<file path="src/rtl/pulse_delay_multi.sv">
// Multi-channel programmable pulse delay / stretcher.
// Each channel waits a latched delay after a trigger rising edge, then drives a
// pulse of latched width. Channels also support retrigger, cancel, and sticky
// overrun flags. Channel state lives in pulse_delay_chan, one instance per channel.

module pulse_delay_chan #(
  parameter int CNT_W   = 8,
  parameter int PULSE_W = 4
) (
  input  logic               clk_i,
  input  logic               reset_i,
  input  logic               trig_i,
  input  logic [CNT_W-1:0]   delay_i,
  input  logic [PULSE_W-1:0] width_i,
  input  logic               retrig_i,
  input  logic               cancel_i,
  input  logic               ovr_clr_i,
  output logic               out_o,
  output logic               busy_o,
  output logic               overrun_o
);
  typedef enum logic [1:0] {S_IDLE, S_WAIT, S_PULSE} state_e;

  state_e             state_q;
  logic [CNT_W-1:0]   dcnt_q;
  logic [PULSE_W-1:0] wcnt_q;
  logic               out_q;
  logic               ovr_q;
  logic               trig_q;
  logic               rise;
  logic [PULSE_W-1:0] wload;

  // History resets high so a trigger held through reset release cannot fire.
  assign rise  = trig_i & ~trig_q;
  // A zero width still produces a one-cycle pulse.
  assign wload = (width_i == '0) ? '0 : width_i - PULSE_W'(1);

  // Per-channel FSM: edge history, counters, registered pulse and overrun flag.
  always_ff @(posedge clk_i or posedge reset_i) begin
    if (reset_i) begin
      state_q <= S_IDLE;
      dcnt_q  <= '0;
      wcnt_q  <= '0;
      out_q   <= 1'b0;
      ovr_q   <= 1'b0;
      trig_q  <= 1'b1;
    end else begin
      trig_q <= trig_i;
      // Clear first so a same-cycle drop below leaves the flag set.
      if (ovr_clr_i) ovr_q <= 1'b0;
      if (cancel_i) begin
        // Abort wins; a coincident trigger is discarded without flagging.
        state_q <= S_IDLE;
        out_q   <= 1'b0;
      end else begin
        unique case (state_q)
          S_IDLE: begin
            if (rise) begin
              state_q <= S_WAIT;
              dcnt_q  <= delay_i;
              wcnt_q  <= wload;
            end
          end
          S_WAIT: begin
            if (rise && retrig_i) begin
              // Restart timing from this edge with freshly sampled settings.
              dcnt_q <= delay_i;
              wcnt_q <= wload;
            end else begin
              if (rise) ovr_q <= 1'b1;
              if (dcnt_q == '0) begin
                state_q <= S_PULSE;
                out_q   <= 1'b1;
              end else begin
                dcnt_q <= dcnt_q - CNT_W'(1);
              end
            end
          end
          S_PULSE: begin
            if (rise) ovr_q <= 1'b1;
            if (wcnt_q == '0) begin
              state_q <= S_IDLE;
              out_q   <= 1'b0;
            end else begin
              wcnt_q <= wcnt_q - PULSE_W'(1);
            end
          end
          default: begin
            state_q <= S_IDLE;
            out_q   <= 1'b0;
          end
        endcase
      end
    end
  end

  assign out_o     = out_q;
  assign busy_o    = (state_q != S_IDLE);
  assign overrun_o = ovr_q;
endmodule

module pulse_delay_multi #(
  parameter int CHANNELS = 2,
  parameter int CNT_W    = 8,
  parameter int PULSE_W  = 4
) (
  input  logic                        clk_i,
  input  logic                        reset_i,
  input  logic [CHANNELS-1:0]         trig_i,
  input  logic [CHANNELS*CNT_W-1:0]   delay_i,
  input  logic [CHANNELS*PULSE_W-1:0] width_i,
  input  logic                        retrig_i,
  input  logic [CHANNELS-1:0]         cancel_i,
  input  logic                        ovr_clr_i,
  output logic [CHANNELS-1:0]         out_data_o,
  output logic [CHANNELS-1:0]         busy_o,
  output logic [CHANNELS-1:0]         overrun_o
);
  // One independent channel per trigger bit.
  for (genvar g = 0; g < CHANNELS; g++) begin : g_ch
    pulse_delay_chan #(
      .CNT_W   (CNT_W),
      .PULSE_W (PULSE_W)
    ) u_ch (
      .clk_i     (clk_i),
      .reset_i   (reset_i),
      .trig_i    (trig_i[g]),
      .delay_i   (delay_i[g*CNT_W +: CNT_W]),
      .width_i   (width_i[g*PULSE_W +: PULSE_W]),
      .retrig_i  (retrig_i),
      .cancel_i  (cancel_i[g]),
      .ovr_clr_i (ovr_clr_i),
      .out_o     (out_data_o[g]),
      .busy_o    (busy_o[g]),
      .overrun_o (overrun_o[g])
    );
  end
endmodule

</file>
<file path="config.mk">
export PLATFORM = sky130hd
export DESIGN_NAME = pulse_delay_multi
export DESIGN_NICKNAME = d
export VERILOG_FILES = /design/src/rtl/pulse_delay_multi.sv
export SDC_FILE = /design/constraint.sdc
export NUM_CORES = 1
export LEC_CHECK = 0
export CORE_UTILIZATION = 50
export DETAILED_ROUTE_END_ITERATION = 16
export GPL_ROUTABILITY_DRIVEN = 0
export PLACE_DENSITY = 0.77
export SYNTH_ARGS = -nofsm -noshare
export SYNTH_HDL_FRONTEND = slang
export SYNTH_SLANG_ARGS = --single-unit
</file>
<file path="constraint.sdc">
create_clock -name clk_i -period 1.83 [get_ports clk_i]
set_clock_uncertainty 0.15 [all_clocks]
set_input_delay 0.2745 -clock clk_i [delete_from_list [all_inputs] [get_ports clk_i]]
set_output_delay 0.2745 -clock clk_i [all_outputs]
set_load 0.01 [all_outputs]
</file>
==> After elaboration in Yosys (flattened, before gate mapping) <==
Cells that the tools add are included.
W data, S select, Z words.
{ "word_totals": {"n_memories": 0, "latch_bits": 0, "reg_bits": 34, "input_bits": 32, "romBits": 0, "ramBits": 0} }
{ "classes": {"bitwise": 6, "n_shift": 0, "n_eq_ne": 22, "add_sub_neg": 6, "div": 0, "n_reduce_logical": 24, "mux": 50, "magnitude_cmp": 0, "n_mul": 0} }
{ "ops": {"columns": ["operator", "count"], "rows": [
  ["$mux W8", 6],
  ["$mux W4", 8],
  ["$pmux W8 S2", 2],
  ["$ne A3 B2 Y1 const B", 8],
  ["$pmux W4 S3", 2],
  ["$reduce_and A4 Y1", 6],
  ["$mux W2", 10],
  ["$logic_not A4 Y1", 4],
  ["$logic_not A8 Y1", 2],
  ["$mux W1", 16],
  ["$sub A4 B1 Y4 const B", 4],
  ["$sub A8 B1 Y8 const B", 2],
  ["$pmux W2 S3", 2],
  ["$reduce_and A5 Y1", 2],
  ["$ne A2 B1 Y1 const B", 4],
  ["$ne A2 B2 Y1 const B", 4],
  ["$reduce_bool A2 Y1", 4],
  ["$ne A3 B3 Y1 const B", 2],
  ["$pmux W1 S3", 2],
  ["$reduce_bool A3 Y1", 2],
  ["$eq A2 B1 Y1 const B", 2],
  ["$eq A2 B2 Y1 const B", 2],
  ["$logic_not A2 Y1", 2],
  ["$not A1 Y1", 4],
  ["other kinds (3)", 6]
]} }

==> Longest topological paths before layout <==
Gate-level depths: netlist of the first run.
{ "logic_depth": {"ltp_word": 6, "depth_mapped": 7} }

==> Cells and area by module <==
A second synthesis of the first run with hierarchy kept.
{ "unflattened": {"hier_cells": 292, "hier_area_um2": 2572.5} }
{ "modules_own_cells": {"columns": ["mod", "area_each_um2", "cells_per_inst", "instances", "seq_area_each_um2"], "rows": [
  ["pulse_delay_chan", 1286.2, 146, 2, 426.7]
]} }

==> Least setup slack after synthesis of the first run <==
Ideal clock, no wire load.
{ "synth_path": {"path_kind": "reg-to-reg", "start": "reg g_ch[0].u_ch.state_q[0]", "end": "reg g_ch[0].u_ch.dcnt_q[1]", "arrival_ns": 1.608, "period_less_slack_ns": 1.883, "setup_slack_ns": -0.053, "n_path_buf": 0, "setup_time_ns": 0.125, "stages_incl_launch_ff": 7, "path_cell_list": "dfrtp_1 -> inv_1 -> ha_1 -> nor2_2 -> a211oi_2 -> o21ai_2 -> mux2_4"} }
{ "synth_between": {"elab_chain_cells": 3, "elab_cells_between_ends": 7} }
{ "synth_rtl": {"columns": ["element", "line", "text"], "rows": [
  ["start, declared", "24", "state_e state_q;"],
  ["start signal, assigned", "41", "state_q <= S_IDLE;"],
  ["start signal, assigned", "53", "state_q <= S_IDLE;"],
  ["start signal, assigned", "59", "state_q <= S_WAIT;"],
  ["$eq A2 B1 Y1 / $logic_not A2 Y1 (equally long branches)", "56", "unique case (state_q)"],
  ["$ne A3 B2 Y1 (no source line), or another cell as far along", null, null],
  ["$reduce_and A4 Y1 (no source line)", null, null],
  ["end signal, assigned", "60", "dcnt_q <= delay_i;"],
  ["end signal, assigned", "67", "dcnt_q <= delay_i;"],
  ["end signal, assigned", "75", "dcnt_q <= dcnt_q - CNT_W'(1);"],
  ["end, declared", "25", "logic [CNT_W-1:0] dcnt_q;"]
]} }
Parallel ways exist; a longest one is shown, timed or not.
A chain may end at the register's enable or synchronous reset.

==> Worst setup path in the final report of the first run <==
{ "layout_path": {"start": "reg g_ch[0].u_ch.state_q[0]", "end": "reg g_ch[0].u_ch.dcnt_q[5]"} }
The elaborated chain is that of the path after synthesis.

==> results of run 1 <==
==> kinds of logic (layout without fill, tap and decap cells) <==
family          after synthesis  in the layout
flops                        34             34
fa+ha+maj                    16             16
compound gates               99             99
simple gates                 93             93
mux                          10             10
buf+inv                      39            133
==> placed cells by master, fill, tap and decap left out, types with 4 or more instances in the layout <==
| cell | instances |
|---|---|
| ha_4 | 6 |
| nor3_1 | 8 |
| clkdlybuf4s50_1 | 33 |
| o22ai_1 | 8 |
| nand2_1 | 16 |
| o21a_1 | 4 |
| a22oi_1 | 4 |
| a21oi_1 | 13 |
| ha_1 | 9 |
| o21ai_0 | 17 |
| dfrtp_1 | 31 |
| nand2b_1 | 10 |
| nor2_1 | 9 |
| o2bb2ai_1 | 7 |
| or3_1 | 4 |
| inv_2 | 8 |
| mux2i_1 | 8 |
| a31oi_1 | 7 |
| inv_1 | 16 |
| buf_4 | 62 |
| clkbuf_8 | 6 |
==> timing repair <==
action                                  in CTS  in global routing
gates resized for setup                     11                 46
hold endpoints to repair                     0                  0
setup buffers                                1                  8
endpoints found under the setup margin      11                 31
pin swaps                                    1                  8
==> area by class of cell <==
cell class / count / area (sq um) / share of cell area, %
clock buffers: 7 / 86.3 / 2.25
flip-flops and latches: 34 / 855 / 22.2
well taps: 70 / 87.6 / 2.28
repair buffers: 101 / 870 / 22.6
clock inverters: 1 / 5.00 / 0.130
multi-input cells: 218 / 1850 / 48.2
inverters: 24 / 90.1 / 2.34
==> metal layers <==
layer	routed length [um]	global-route usage [%]	vias up
met5	0	0	-
met4	119	8.39	0
met3	268	4.42	12
met2	3700	48.0	60
met1	3120	32.4	1239
li1	-	-	1272
==> flip-flops by register name, indices dropped and copies added, names as in the netlist <==
register,count
g_ch.u_ch.dcnt_q,16
g_ch.u_ch.wcnt_q,8
g_ch.u_ch.state_q,4
g_ch.u_ch.out_o,2
g_ch.u_ch.overrun_o,2
g_ch.u_ch.trig_q,2
==> power groups by stage <==
stage	Sequential [uW]	Clock (uW)	Combinational [uW]
final	1250	599	1640
after global routing	1280	631	1800
after CTS	1220	614	1350
after detailed placement	1230	0	1310
after global placement	1220	0	1270
after floorplan	1180	0	798
==> critical path: stages (launching register included) <==
cell	delay, ns
dfrtp_1	0.39
inv_2	0.06
ha_4	0.17
buf_4	0.15
a211o_4	0.38
nor4_2	0.27
o22ai_1	0.13
==> per-stage QoR <==
step	worst slack, ns	cell area [sq um]
2_1_floorplan	0.00658	2660
3_3_place_gp	-0.222	3440
3_5_place_dp	-0.326	3440
4_1_cts	-0.0514	3590
5_1_grt	-0.0478	3840
6_report	0.0121	3840
==> path summary, 6_finish.rpt <==
kind / depth (start not counted) / slack [ns] / from / end
max: 6 / 0.01 / g_ch[0].u_ch.state_q[0]$_DFFE_PP0P_ / g_ch[0].u_ch.dcnt_q[5]$_DFFE_PP0P_
min: 1 / 0.04 / trig_i[0] / g_ch[0].u_ch.trig_q$_DFF_PP1_
max reg2reg: 6 / 0.01 / g_ch[0].u_ch.state_q[0]$_DFFE_PP0P_ / g_ch[0].u_ch.dcnt_q[5]$_DFFE_PP0P_
min reg2reg: 1 / 0.36 / g_ch[1].u_ch.out_o$_DFFE_PP0P_ / g_ch[1].u_ch.out_o$_DFFE_PP0P_
max in group asynchronous: 3 / 1.10 / reset_i / g_ch[1].u_ch.trig_q$_DFF_PP1_
min in group asynchronous: 3 / 0.17 / reset_i / g_ch[0].u_ch.dcnt_q[5]$_DFFE_PP0P_
==> summary.txt, run 1 <==
Outcome
  – Run status: finished clean

Power
  – Clock Power Share: 17.2%
  – Net Sw Frac: 38.3%
  – Flop pwr share: 35.9%
  – P_leak: 0.00161 uW
  – Power, Total: 3490 uW
  – VDD IR max: 0.623 mV
  – Psw: between 1000 and 1500 uW
  – Internal: 2150 uW
  – Power per cell area: about 910 nW/um^2
  – Combinational share of power: 47.0%

Final layout
  – Area growth syn-to-layout: 44.8%
  – Post-Layout Cell Count: approximately 460
  – Final #Nets: 432
  – Number of diodes: 0
  – Share of cells above drive strength 1: 34.8%
  – Final core utilization: 75.3%
  – Fill cells: 368

Worst setup path
  – WP data required: 1.85 ns
  – Crit Path Max Fanout: 8
  – CP arrival: 1.84 ns
  – Worst Setup End Kind: flip-flop
  – Crit start category: flip-flop
  – Worst setup path category: reg2reg

Synthesis
  – Largest family of logic cells by synthesized area: compound AO/OA/AOI/OAI gates
  – Distinct cells, synth: 69
  – Simple-gate area share of the yosys netlist: between 20% and 30%
  – Multiplexer share of the synthesized area: 4.01%
  – Adder-cell share of the synthesized area: 7.54%
  – Mapped cell area: approximately 2700 sq um
  – XOR/XNOR Fraction of Synth Area: 0%
  – Post-Syn Nets: 339
  – Avg Inst Size Synth: 9.12 sq um
  – Synth cell count leaders: 32 x dfrtp_1, 24 x inv_1, 17 x nand2_1, 17 x o21ai_0, 16 x ha_1
  – Area contributors post-synth: dfrtp_1 30%, ha_1 7.5%, inv_1 3.4%
  – Synth top area share: 30.2%
  – Register area share after synthesis: 32.1%
  – Top-count cell post-synth: dfrtp_1
  – FF+latch count, synth: 34
  – Post-synth top area cell: dfrtp_1
  – Fraction of registers with async set/reset: 100%
  – Post-synth EDFFs: 0
  – Gate Count Post-Synth: 291
  – Compound-Gate Fraction of Synth Area: 26.5%
  – YS warnings: 0
  – Main flop type after synthesis: dfrtp_1

Route
  – DR vias/cell: 5.68
  – Average routed wire per standard cell: 15.8 um
  – Routed wire length: a little over 7 mm
  – Post-DRT Antenna Nets: 0
  – Router iterations before antenna repair: 4
  – DRC: 0
  – Vias: 2583
  – Initial DRC count: 123

Clock tree
  – Maximum buffer depth of the clock tree: 2
  – Clock sink count: 34
  – Clk_lat worst skew: 0.29 ns
  – CTS buffer count: 5
  – H-tree depth: 2
  – Clk slew on worst S/H paths: 0.08 ns
  – CTS tree: done
  – Cts hold-fix bufs: 0
  – CTS root buffer: clkbuf_8

Job
  – Max-cap check violation count: 0

Placement
  – # placed instances: 438
  – # port buffers: 37
  – HPWL Detailed: 4.98 mm

Die
  – Starting Density: 52.0%
  – Die H: 74.9 um
  – Core area: 5110 sq um
  – FP Rows: 26
  – Die Span X: 74.9 um
  – Die area: 5610 sq um
  – I/O Pins: 38

Timing
  – Final period util: 99.3%
  – Fin crit period: 1.82 ns
  – Max_slew headroom: 74.2%
  – Fin. max-slew vios: 0
  – Worst-Margin Slew: ~0.38 ns
  – RSZ-0062 raised after global routing: true
  – Setup violators final: 0
  – Hold Fails Final Rpt: 0
  – Hold WS: approximately 0.038 ns
  – F_max: 550 MHz
  – Setup TNS: 0 ns

Global route
  – GRT Total Usage: a little over a quarter
  – Vias in the first global route: 2567
  – Largest net degree at the start of global routing: 35
  – Number of antenna violations at the first check in global routing: 0
  – Gr ovfl total: 0
  – First-pass GRT wire length: roughly 11 mm

Min path
  – Worst Hold Class: in2reg
No activity file was read; power rests on OpenSTA's default activity.
==> inputs of run 2 (changes only) <==
clock period = 1.5 ns   (was 1.83 ns; I/O delays follow)
==> run 2 against run 1 <==
Compared with the run above:
- the flow now finishes with violations (negative setup slack)
- setup slack worse by 0.60 ns
- sequential power is 22% higher
- worst hold slack better by 0.023 ns
- largest cell class unchanged
- highest routed layer unchanged
- combinational power is 120% higher
- cell count is 15% higher
- global-route usage is 12 points higher
- die area stayed put
- critical endpoint is now g_ch[0].u_ch.dcnt_q[6]$_DFFE_PP0P_
==> summary.txt, run 2 (synthesis gave the netlist of run 1 again) <==
Route
  – Post-DRT Antenna Nets: 0
  – DR vias/cell: roughly 7
  – Router iterations before antenna repair: 5
  – DRC: 0
  – Routed wire length: 14.0 mm
  – Met1 wire length: 4.82 mm
  – Top Metal Used: met4
  – DR WL met3: 1.36 mm
  – Average routed wire per standard cell: between 20 and 30 um
  – Initial DRC count: 439
  – Vias: 3631
  – Met2 WL: 6.52 mm

Timing
  – Final worst slack: -0.592 ns
  – Fin crit period: 2.09 ns
  – Setup violators final: 34
  – RSZ-0062 raised after global routing: true
  – Hold WS: 0.0608 ns
  – Final period util: 139%
  – F_max: ~480 MHz
  – Setup TNS: -10.58 ns
  – Worst-Margin Slew: 0.451 ns
  – Max_slew headroom: a little over two thirds
  – Fin. max-slew vios: 0
  – Hold Fails Final Rpt: 0

Global route
  – Number of antenna violations at the first check in global routing: 0
  – Vias in the first global route: between 3000 and 4000
  – First-pass GRT wire length: 15.6 mm
  – Largest net degree at the start of global routing: 20
  – GRT Total Usage: 38.2%
  – Gr ovfl total: 0

Clock tree
  – Clock sink count: 34
  – CTS root buffer: clkbuf_8
  – Clk_lat worst skew: roughly 0.3 ns
  – Cts hold-fix bufs: 0
  – Maximum buffer depth of the clock tree: 2
  – CTS tree: done
  – H-tree depth: 2
  – Clk slew on worst S/H paths: 0.09 ns
  – CTS buffer count: 5

Final layout
  – Final #Nets: approximately 500
  – Area growth syn-to-layout: 82.7%
  – Max reg flops: 16
  – Post-route cell area: ~4800 sq um
  – Fill cells: 131
  – Post-Layout Cell Count: 522
  – Commonest non-fill, non-tap cells in the layout: 112 x buf_4, 30 x clkdlybuf4s50_1, 28 x dfrtp_1
  – Most common library cell in the layout ignoring fill and taps: buf_4
  – Biggest regs: g_ch.u_ch.dcnt_q (16), g_ch.u_ch.wcnt_q (8), g_ch.u_ch.state_q (4)
  – Share of cells above drive strength 1: around 60%
  – Largest Register: g_ch.u_ch.dcnt_q
  – Number of diodes: 0

Power
  – Power per cell area: 1200 nW/um^2
  – VDD IR max: 0.868 mV
  – P_leak: about 0.0020 uW

Worst setup path
  – Crit start category: flip-flop
  – WP data required: 1.51 ns
  – Worst Setup End Kind: flip-flop
  – Slowest CP cell: o21ai_0
  – CP arrival: 2.10 ns
  – Crit Path Max Fanout: 8
  – Worst path cell trace: inv_2 > ha_4 > buf_6 > a211o_4 > o21ai_0 > o22ai_2
  – Worst setup path category: reg2reg
  – CP peak stage delay: 0.42 ns

Min path
  – Worst Hold Class: in2async

Placement
  – # placed instances: 479
  – Place WS: -0.524 ns
  – Placed inst area: 3950 sq um
  – # port buffers: 37
  – HPWL Detailed: 5.91 mm

Job
  – Max-cap check violation count: 0

Die
  – Die Span X: 74.9 um
  – FP Rows: 26
  – Die H: 74.9 um
  – Starting Density: 52.0%
  – I/O Pins: 38
  – Die area: 5610 sq um
  – Core area: 5110 sq um

Outcome
  – Failing checks: negative setup slack
  – Run status: complete, but fails checks
run 2: final timing paths:
check                                                           to                           startpoint  depth (start not counted)  slack [ns]
min in group clk_i                  g_ch[0].u_ch.out_o$_DFFE_PP0P_                          cancel_i[0]                          2        0.20
max in group asynchronous            g_ch[0].u_ch.trig_q$_DFF_PP1_                              reset_i                          3        0.62
worst min-delay path            g_ch[0].u_ch.dcnt_q[4]$_DFFE_PP0P_                              reset_i                          2        0.06
worst max register to register  g_ch[0].u_ch.dcnt_q[6]$_DFFE_PP0P_  g_ch[0].u_ch.state_q[1]$_DFFE_PP0P_                          6       -0.59
worst min register to register      g_ch[1].u_ch.out_o$_DFFE_PP0P_       g_ch[1].u_ch.out_o$_DFFE_PP0P_                          1        0.38
worst max-delay path            g_ch[0].u_ch.dcnt_q[6]$_DFFE_PP0P_  g_ch[0].u_ch.state_q[1]$_DFFE_PP0P_                          6       -0.59
run 2: critical path, delay by kind of cell (launching register included):
kind | cells | cell delay [ns]
AO/OA/AOI/OAI | 3 | 0.98
flip-flops | 1 | 0.40
buffers and inverters | 2 | 0.23
adder cells (fa/ha/maj) | 1 | 0.20
run 2: where the power goes:
group	internal [uW]	switching, uW
sequential	1190	330
clock	372	405
combinational	1800	1740
total	3360	2470
run 2: per-stage QoR:
stage               total power (uW)  utilization [%]
finish                          5830             95.0
CTS                             4950             87.8
global route                    6000             95.0
floorplan                       2610                -
global placement                3620             77.3
detailed placement              3740             77.3
run 2: routing by layer:
layer	vias up	global-route usage, %
li1	1400	-
met5	-	0
met2	359	68.5
met3	145	6.02
met4	0	23.5
met1	1727	42.4
run 2: final cells by class:
type                       count  area [sq um]  share of cell area, %
tap                           70          87.6                   1.81
clock buffer                   7          86.3                   1.78
timing repair buffer         168          1430                   29.4
clock inverter                 1          5.00                  0.103
sequential                    34           858                   17.7
multi-input combinational    218          2290                   47.2
inverter                      24          97.6                   2.01
run 2: repair_timing:
item                                    in CTS  in global routing
gates resized for setup                     84                 48
buffers inserted                            21                 15
endpoints found under the setup margin      36                 34
pin swaps                                   27                 23
